$ cat src/rtl/fetch_pkg.sv
// Shared definitions for the ZAFx32 fetch stage.
// State encoding, reset instruction and PC step.
package fetch_pkg;

  localparam logic [31:0] NOP_INSTR = 32'h0000_0000;
  localparam int          PC_INCR   = 4;

  typedef enum logic [1:0] {
    IDLE,
    REQ,
    WAIT,
    DROP
  } fetch_state_e;

endpackage

$ cat src/rtl/fetch_skid_buffer.sv
// Fetch-to-decode pipeline register with one skid entry.
// Keeps fetched words in order while decode stalls.
module fetch_skid_buffer
  import fetch_pkg::*;
#(
  parameter int ADDR_W = 32,
  parameter int DATA_W = 32
) (
  input  logic              clk,
  input  logic              reset,
  input  logic              flush,
  input  logic              in_valid,
  input  logic [DATA_W-1:0] in_instr,
  input  logic [ADDR_W-1:0] in_pc,
  input  logic              out_ready,
  output logic              out_valid,
  output logic [DATA_W-1:0] out_instr,
  output logic [ADDR_W-1:0] out_pc,
  output logic              skid_full
);

  logic              out_v_q, out_v_d;
  logic [DATA_W-1:0] out_instr_q, out_instr_d;
  logic [ADDR_W-1:0] out_pc_q, out_pc_d;
  logic              skid_v_q, skid_v_d;
  logic [DATA_W-1:0] skid_instr_q, skid_instr_d;
  logic [ADDR_W-1:0] skid_pc_q, skid_pc_d;
  logic              xfer;

  assign xfer = out_v_q & out_ready;

  // Drain skid on transfer, then place new word in first free slot.
  always_comb begin
    out_v_d      = out_v_q;
    out_instr_d  = out_instr_q;
    out_pc_d     = out_pc_q;
    skid_v_d     = skid_v_q;
    skid_instr_d = skid_instr_q;
    skid_pc_d    = skid_pc_q;
    if (xfer) begin
      out_v_d     = skid_v_q;
      out_instr_d = skid_instr_q;
      out_pc_d    = skid_pc_q;
      skid_v_d    = 1'b0;
    end
    if (in_valid) begin
      if (!out_v_d) begin
        out_v_d     = 1'b1;
        out_instr_d = in_instr;
        out_pc_d    = in_pc;
      end else begin
        skid_v_d     = 1'b1;
        skid_instr_d = in_instr;
        skid_pc_d    = in_pc;
      end
    end
    if (flush) begin
      out_v_d  = 1'b0;
      skid_v_d = 1'b0;
    end
  end

  // Output and skid registers.
  always_ff @(posedge clk or posedge reset) begin
    if (reset) begin
      out_v_q      <= 1'b0;
      out_instr_q  <= DATA_W'(NOP_INSTR);
      out_pc_q     <= '0;
      skid_v_q     <= 1'b0;
      skid_instr_q <= DATA_W'(NOP_INSTR);
      skid_pc_q    <= '0;
    end else begin
      out_v_q      <= out_v_d;
      out_instr_q  <= out_instr_d;
      out_pc_q     <= out_pc_d;
      skid_v_q     <= skid_v_d;
      skid_instr_q <= skid_instr_d;
      skid_pc_q    <= skid_pc_d;
    end
  end

  assign out_valid = out_v_q;
  assign out_instr = out_instr_q;
  assign out_pc    = out_pc_q;
  assign skid_full = skid_v_q;

endmodule

$ cat src/rtl/instr_fetch_unit.sv
// ZAFx32 instruction fetch stage.
// One outstanding imem request; PC update and redirect handling.
module instr_fetch_unit
  import fetch_pkg::*;
#(
  parameter int ADDR_W = 32,
  parameter int DATA_W = 32
) (
  input  logic              clk,
  input  logic              reset,
  input  logic [ADDR_W-1:0] pc_addr,
  output logic              pc_ctrl,
  output logic [ADDR_W-1:0] pc_next,
  output logic              imem_req,
  output logic [ADDR_W-1:0] imem_addr,
  input  logic              imem_gnt,
  input  logic              imem_rvalid,
  input  logic [DATA_W-1:0] imem_rdata,
  input  logic              redirect_valid,
  input  logic [ADDR_W-1:0] redirect_addr,
  output logic              id_valid,
  output logic [DATA_W-1:0] id_instr,
  output logic [ADDR_W-1:0] id_pc,
  input  logic              id_ready
);

  fetch_state_e      state_q, state_d;
  logic [ADDR_W-1:0] fetch_pc_q, fetch_pc_d;
  logic              pc_ctrl_q, pc_ctrl_d;
  logic [ADDR_W-1:0] pc_next_q, pc_next_d;
  logic              wr_valid;
  logic              flush;
  logic              skid_full;
  logic              gnt;
  logic              busy;

  assign imem_req  = (state_q == REQ) & ~skid_full;
  assign imem_addr = pc_addr;
  assign gnt       = imem_req & imem_gnt;
  assign busy      = (state_q == WAIT) | (state_q == DROP);

  // Next state, PC strobe and response routing; redirect wins.
  always_comb begin
    state_d    = state_q;
    fetch_pc_d = fetch_pc_q;
    pc_ctrl_d  = 1'b0;
    pc_next_d  = pc_next_q;
    wr_valid   = 1'b0;
    flush      = 1'b0;
    unique case (state_q)
      IDLE: state_d = REQ;
      REQ: begin
        if (gnt) begin
          fetch_pc_d = pc_addr;
          pc_ctrl_d  = 1'b1;
          pc_next_d  = pc_addr + ADDR_W'(PC_INCR);
          state_d    = WAIT;
        end
      end
      WAIT: begin
        if (imem_rvalid) begin
          wr_valid = 1'b1;
          state_d  = REQ;
        end
      end
      DROP: begin
        if (imem_rvalid) state_d = REQ;
      end
      default: state_d = IDLE;
    endcase
    if (redirect_valid) begin
      pc_ctrl_d = 1'b1;
      pc_next_d = redirect_addr;
      flush     = 1'b1;
      wr_valid  = 1'b0;
      if (gnt || (busy && !imem_rvalid)) state_d = DROP;
      else state_d = IDLE;
    end
  end

  // FSM and PC-control registers.
  always_ff @(posedge clk or posedge reset) begin
    if (reset) begin
      state_q    <= IDLE;
      fetch_pc_q <= '0;
      pc_ctrl_q  <= 1'b0;
      pc_next_q  <= '0;
    end else begin
      state_q    <= state_d;
      fetch_pc_q <= fetch_pc_d;
      pc_ctrl_q  <= pc_ctrl_d;
      pc_next_q  <= pc_next_d;
    end
  end

  assign pc_ctrl = pc_ctrl_q;
  assign pc_next = pc_next_q;

  fetch_skid_buffer #(
    .ADDR_W(ADDR_W),
    .DATA_W(DATA_W)
  ) u_skid (
    .clk      (clk),
    .reset    (reset),
    .flush    (flush),
    .in_valid (wr_valid),
    .in_instr (imem_rdata),
    .in_pc    (fetch_pc_q),
    .out_ready(id_ready),
    .out_valid(id_valid),
    .out_instr(id_instr),
    .out_pc   (id_pc),
    .skid_full(skid_full)
  );

endmodule
$ cat config.mk
export PLATFORM = sky130hd
export DESIGN_NAME = instr_fetch_unit
export DESIGN_NICKNAME = d
export VERILOG_FILES = /design/src/rtl/fetch_pkg.sv /design/src/rtl/fetch_skid_buffer.sv /design/src/rtl/instr_fetch_unit.sv
export SDC_FILE = /design/constraint.sdc
export NUM_CORES = 1
export LEC_CHECK = 0
export BUFFER_PORTS_ARGS = -buffer_cell sky130_fd_sc_hd__buf_2
export CORE_ASPECT_RATIO = 0.5
export CORE_UTILIZATION = 45
export CTS_CLUSTER_SIZE = 12
export DETAILED_ROUTE_END_ITERATION = 7
export PLACE_DENSITY = 0.76
export RECOVER_POWER = 50
export SLEW_MARGIN = 20
export SYNTH_ARGS = -nofsm -noshare
export SYNTH_HDL_FRONTEND = slang
export SYNTH_SLANG_ARGS = --single-unit
$ cat constraint.sdc
create_clock -name clk -period 8.65 [get_ports clk]
set_clock_uncertainty 0.05 [all_clocks]
set_input_delay 2.1625 -clock clk [delete_from_list [all_inputs] [get_ports clk]]
set_output_delay 2.1625 -clock clk [all_outputs]
set_load 0.01 [all_outputs]
Yosys cells after proc, flatten, opt, wreduce, memory -nomap -nowiden
Cells that the tools add are included.
W data, S select, Z words.
- register bits after elaboration: 197
- input port bits: 102
- logic and storage cells: 60
- output and inout bits: 131
- reductions and logical operators: 11
- add/sub/neg operators: 1
- eq/ne operators: 5
- bitwise gates (word level): 5
- muxes and demuxes: 28
- operators by type and width (cell ; count):
    $mux W32 ; 9
    $add A32 B3 Y32 const B ; 1
    $mux W1 ; 14
    $mux W2 ; 4
    $reduce_and A2 Y1 ; 4
    $pmux W2 S3 ; 1
    $eq A2 B2 Y1 const B ; 2
    $reduce_bool A2 Y1 ; 2
    $and A1 B1 Y1 ; 3
    $ne A3 B1 Y1 const B ; 1
    $ne A3 B3 Y1 const B ; 1
    $eq A2 B1 Y1 const B ; 1
    $logic_not A2 Y1 ; 1
    $reduce_or A2 Y1 ; 1
    $logic_and A1 B1 Y1 ; 1
    $logic_not A1 Y1 ; 1
    $logic_or A1 B1 Y1 ; 1
    $not A1 Y1 ; 1
    $or A1 B1 Y1 ; 1

Longest topological paths before layout
- depth in word-level cells: 6
- gate-level depth with buffers: 8
- gate-level depth less buffers: 6

By module
A second synthesis with hierarchy kept.
- cells, all modules: 768
- area total of the unflattened synthesis: 9663.0 µm²
- by module, submodules not included (module ; instances ; cells each ; area an instance (µm²) ; sequential area each (µm²)):
    fetch_skid_buffer ; 1 ; 352 ; 5939.4 ; 3253.1
    instr_fetch_unit ; 1 ; 416 ; 3723.6 ; 1676.6

Worst setup path after synthesis
Ideal clock, no wire load.
- kind: input to output
- from: input port pc_addr[0]
- to: output port imem_addr[0]
- data required time: 6.438 ns
- buffers on the path: 1
- data arrival time: 2.282 ns
- stages on the path: 1
- setup slack: 4.156 ns
- cell sequence: buf_4
- RTL lines (what ; line ; source):
    start: declaration ; instr_fetch_unit.sv:11 ; input logic [ADDR_W-1:0] pc_addr,
    end: declaration ; instr_fetch_unit.sv:15 ; output logic [ADDR_W-1:0] imem_addr,
No word-level cell between the ends.

Worst setup path after layout
- from: input port redirect_valid
- to: register u_skid.skid_instr_q[23]
- longest elaborated chain between the ends: 2
- RTL lines (what ; line ; source):
    start: declaration ; instr_fetch_unit.sv:19 ; input logic redirect_valid,
    $mux W1 ; instr_fetch_unit.sv:71 ; if (redirect_valid) begin
    $reduce_and A2 Y1 (no source line) ; -- ;
    end signal: assignment ; fetch_skid_buffer.sv:70 ; skid_instr_q <= DATA_W'(NOP_INSTR);
    end signal: assignment ; fetch_skid_buffer.sv:77 ; skid_instr_q <= skid_instr_d;
    end: declaration ; fetch_skid_buffer.sv:26 ; logic [DATA_W-1:0] skid_instr_q, skid_instr_d;
No other way between the ends.
A chain may end at the register's enable or synchronous reset.

==> impl_metrics.py <==
metrics = {
    "clock_network": {
        "cts_tree": "built",
        "cts_root_buf": "clkbuf_16",
        "cts_resized": 0,
        "cts_buffers": 17,
        "postCtsSetupBuffers": 0,
        "cts_max_level": 4,
        "clk_pin_slew_ns": 0.07,
        "clock_path_buffers": 2,
        "holdBufCountCts": 0,
        "clk_latency_ns": 0.42,
        "cts.sinks": 197,
    },
    "yosys": {
        "syn_nets": 930,
        "ys_warn_count": 0,
        "ys_types": 40,
        "yosys_register_bits": 197,
        "async_flop_share": 1.00,
        "avgSynthCellArea_um2": 10.8,
        "synth_area_mm2": 0.00890,
        "synth-edff-count": 0,
        "synthCells": 827,
        "yosysSeqAreaShare": 0.554,
        "synth_ff_type": "dfrtp_1",
    },
    "final_layout": {
        "n_antenna_cell": 0,
        "areaGrowthSynthToFinish_pct": 17.8,
        "nets": 1105,
        "final_layout_size_suffix_gt1_frac": 0.245,
        "post-route-cell-area_mm2": 0.0105,
    },
    "power": {
        "p_int_mw": 1.88,
        "switching_share": 0.319,
        "p_comb_frac": 0.227,
        "p_switching_mw": 0.880,
        "p_per_area_mw_per_mm2": 263,
        "seqPwrFrac": 0.477,
        "ir_drop_uv": 137,
        "clkPwrFrac": 0.296,
        "power.leakage_nw": 5.41,
    },
    "timing": {
        "finalSetupTns_ns": 0,
        "fmax_mhz": 175,
        "slew_headroom": -1.03,
        "post-route-period-util": 0.659,
        "period_minus_slack_ns": 5.70,
        "rsz0062_at_grt": "no",
        "setup_viol_count_final": 0,
        "hold_viol": 0,
        "worstMarginPinSlew_ns": 3.05,
        "slew_violations": 179,
        "postLayoutSetupSlackWorst_ns": 2.95,
    },
    "detailed_routing": {
        "viasPerCell": 5.22,
        "drt-total-wl_um": 21500,
        "vias": 6645,
        "drt_iter0_drc": 291,
        "postRouteAntennaNets": 0,
        "first_pass_iters": 5,
        "wl_per_cell_um": 16.9,
        "drc": 0,
    },
    "placed_design": {
        "postPlaceCellArea_mm2": 0.0100,
        "post-dp-hpwl_um": 14200,
        "dp_slack_ns": 3.75,
        "numPortBuffers": 232,
        "place.gp.congestion": 0.879,
    },
    "outcome": {
        "violations": "max-capacitance violations, max-slew violations",
        "status": "finished, violations left",
    },
    "setup_path": {
        "cp_slowest_cell": "clkbuf_1",
        "path_class": "input pin to flop",
        "worstPathMaxFanout": 70,
        "cp-end-kind": "flop",
        "crit_chain": "buf_2 -> clkbuf_1 -> nand4bb_1 -> nand2b_4 -> mux2_2",
        "startpoint_type": "input pin",
        "timing.rr.start": "u_skid.skid_full",
        "ff2ff_path_depth": 4,
        "critPathMaxStageDelay_ns": 1.99,
        "crit_required_ns": 8.90,
        "cp_top_family": "buffers and inverters",
        "worstPathArrival_ns": 5.95,
        "rrSetupSlack_ns": 4.09,
        "crit_buf_inv": 2,
        "r2r_end": "pc_next[26]",
    },
    "floorplan": {
        "dieHeight_um": 101,
        "boundaryPins": 233,
        "rows": 35,
        "die_x_um": 201,
        "die-area_mm2": 0.0204,
        "placeableCoreArea_mm2": 0.0189,
        "initial_core_util": 0.472,
    },
    "global_routing": {
        "grt_pass1_wl_um": 34600,
        "grt_overflow": 0,
        "antenna_found_initial": 0,
        "grt_pass1_vias": 6628,
        "grtUsageTotal": 0.216,
        "grt_max_degree": 122,
    },
    "hold_path": {
        "min_to": "fetch_pc_q[7]",
        "hp-start": "fetch_pc_q[7]",
        "min_path_type": "flop to flop",
        "hold_depth": 2,
    },
    "job": {
        "cap_violations": 3,
    },
}
[cell usage in the layout (no fill, tap or decap), types with 3 or more instances in the layout]
cell       instances
nor2_1            13
o21ai_0           83
dfrtp_1          197
o221ai_1          12
nor3b_1            4
o221ai_2           4
and3_1             3
buf_2            133
buf_4              3
nand2_1          214
nand4_1            9
clkbuf_16         17
a21oi_1            8
xor2_1            19
mux2i_1           69
clkinv_4           3
xnor2_1            7
bufinv_16          3
inv_1              4
clkbuf_1         102
mux2_2            64
nand3_1            7
[worst reg2reg max path, stage by stage, from the launching register on]
cell and delay, ns:
dfrtp_1 0.42, nor3b_1 0.37, and2_0 1.94, nand2b_1 1.18, o221ai_1 0.46
[power groups by stage]
| stage | clock [mW] | combinational [mW] | sequential (mW) |
|---|---|---|---|
| finish | 0.818 | 0.626 | 1.32 |
| global placement | 0 | 0.653 | 1.31 |
| floorplan | 0 | 0.301 | 1.39 |
| global route | 0.878 | 0.695 | 1.35 |
| CTS | 0.837 | 0.676 | 1.31 |
| detailed placement | 0 | 0.673 | 1.33 |
[cells in the mapped netlist, types with 8 or more instances]
cell	number	area (um2)
xor2_1	19	166
o21ai_0	83	415
buf_4	32	240
mux2i_1	69	691
buf_1	8	30.0
a21oi_1	8	40.0
dfrtp_1	197	4930
mux2_2	64	721
o221ai_1	12	105
clkbuf_1	26	97.6
nor2_1	14	52.6
nand2_1	216	811
buf_2	15	75.1
nand4_1	9	56.3
[metrics by stage]
step | utilization | std cells | hold WS [ns] | total power, mW
after global placement | 0.531 | 1242 | 0.426 | 1.97
after floorplan | - | 827 | 0.414 | 1.69
after global routing | 0.556 | 1273 | 0.463 | 2.92
final | 0.556 | 1273 | 0.446 | 2.76
after CTS | 0.563 | 1273 | 0.450 | 2.83
after detailed placement | 0.531 | 1242 | 0.432 | 2.00
[metal layers]
layer  part of all wire  global-route usage
met1               0.44               0.277
met2               0.49               0.367
met3              0.046              0.0460
met4              0.021              0.0757
met5                  0                   0
[sequential cells by signal, summed over array words and instances (netlist names)]
register             cells
fetch_pc_q              32
pc_ctrl                  1
pc_next                 32
state_q                  2
u_skid.out_instr        32
u_skid.out_pc           32
u_skid.out_valid         1
u_skid.skid_full         1
u_skid.skid_instr_q     32
u_skid.skid_pc_q        32
[cell type report]
type | count | area [um2]
Inverter | 5 | 26.3
Clock buffer | 20 | 457
Sequential cell | 197 | 4930
Fill cell | 1672 | 8380
Clock inverter | 11 | 150
Multi-Input combinational cell | 544 | 3540
Tap cell | 259 | 324
Timing Repair Buffer | 237 | 1070
[logic make-up (layout without fill, tap and decap cells)]
kind of cell	Yosys count	in the layout	share of synthesized area
and+or+nand+nor	268	268	0.131
AOI/OAI and AO/OA	116	116	0.0779
muxes	133	133	0.159
xor gates and xnor gates	26	26	0.0256
DFF	197	197	0.554
adders and majority gates	1	1	0.00141
buffers and inverters	86	273	0.0519
[how the worst max path moves through the flow]
| stage | cells after the start | startpoint | to |
|---|---|---|---|
| floorplan | 1 | reset | fetch_pc_q[0] |
| global placement | 6 | redirect_valid | u_skid.out_instr[21] |
| detailed placement | 6 | redirect_valid | u_skid.out_instr[19] |
| CTS | 2 | pc_addr[15] | imem_addr[15] |
| global route | 5 | redirect_valid | u_skid.skid_instr_q[23] |
| finish | 5 | redirect_valid | u_skid.skid_instr_q[23] |
No activity file was read; power rests on OpenSTA's default activity.
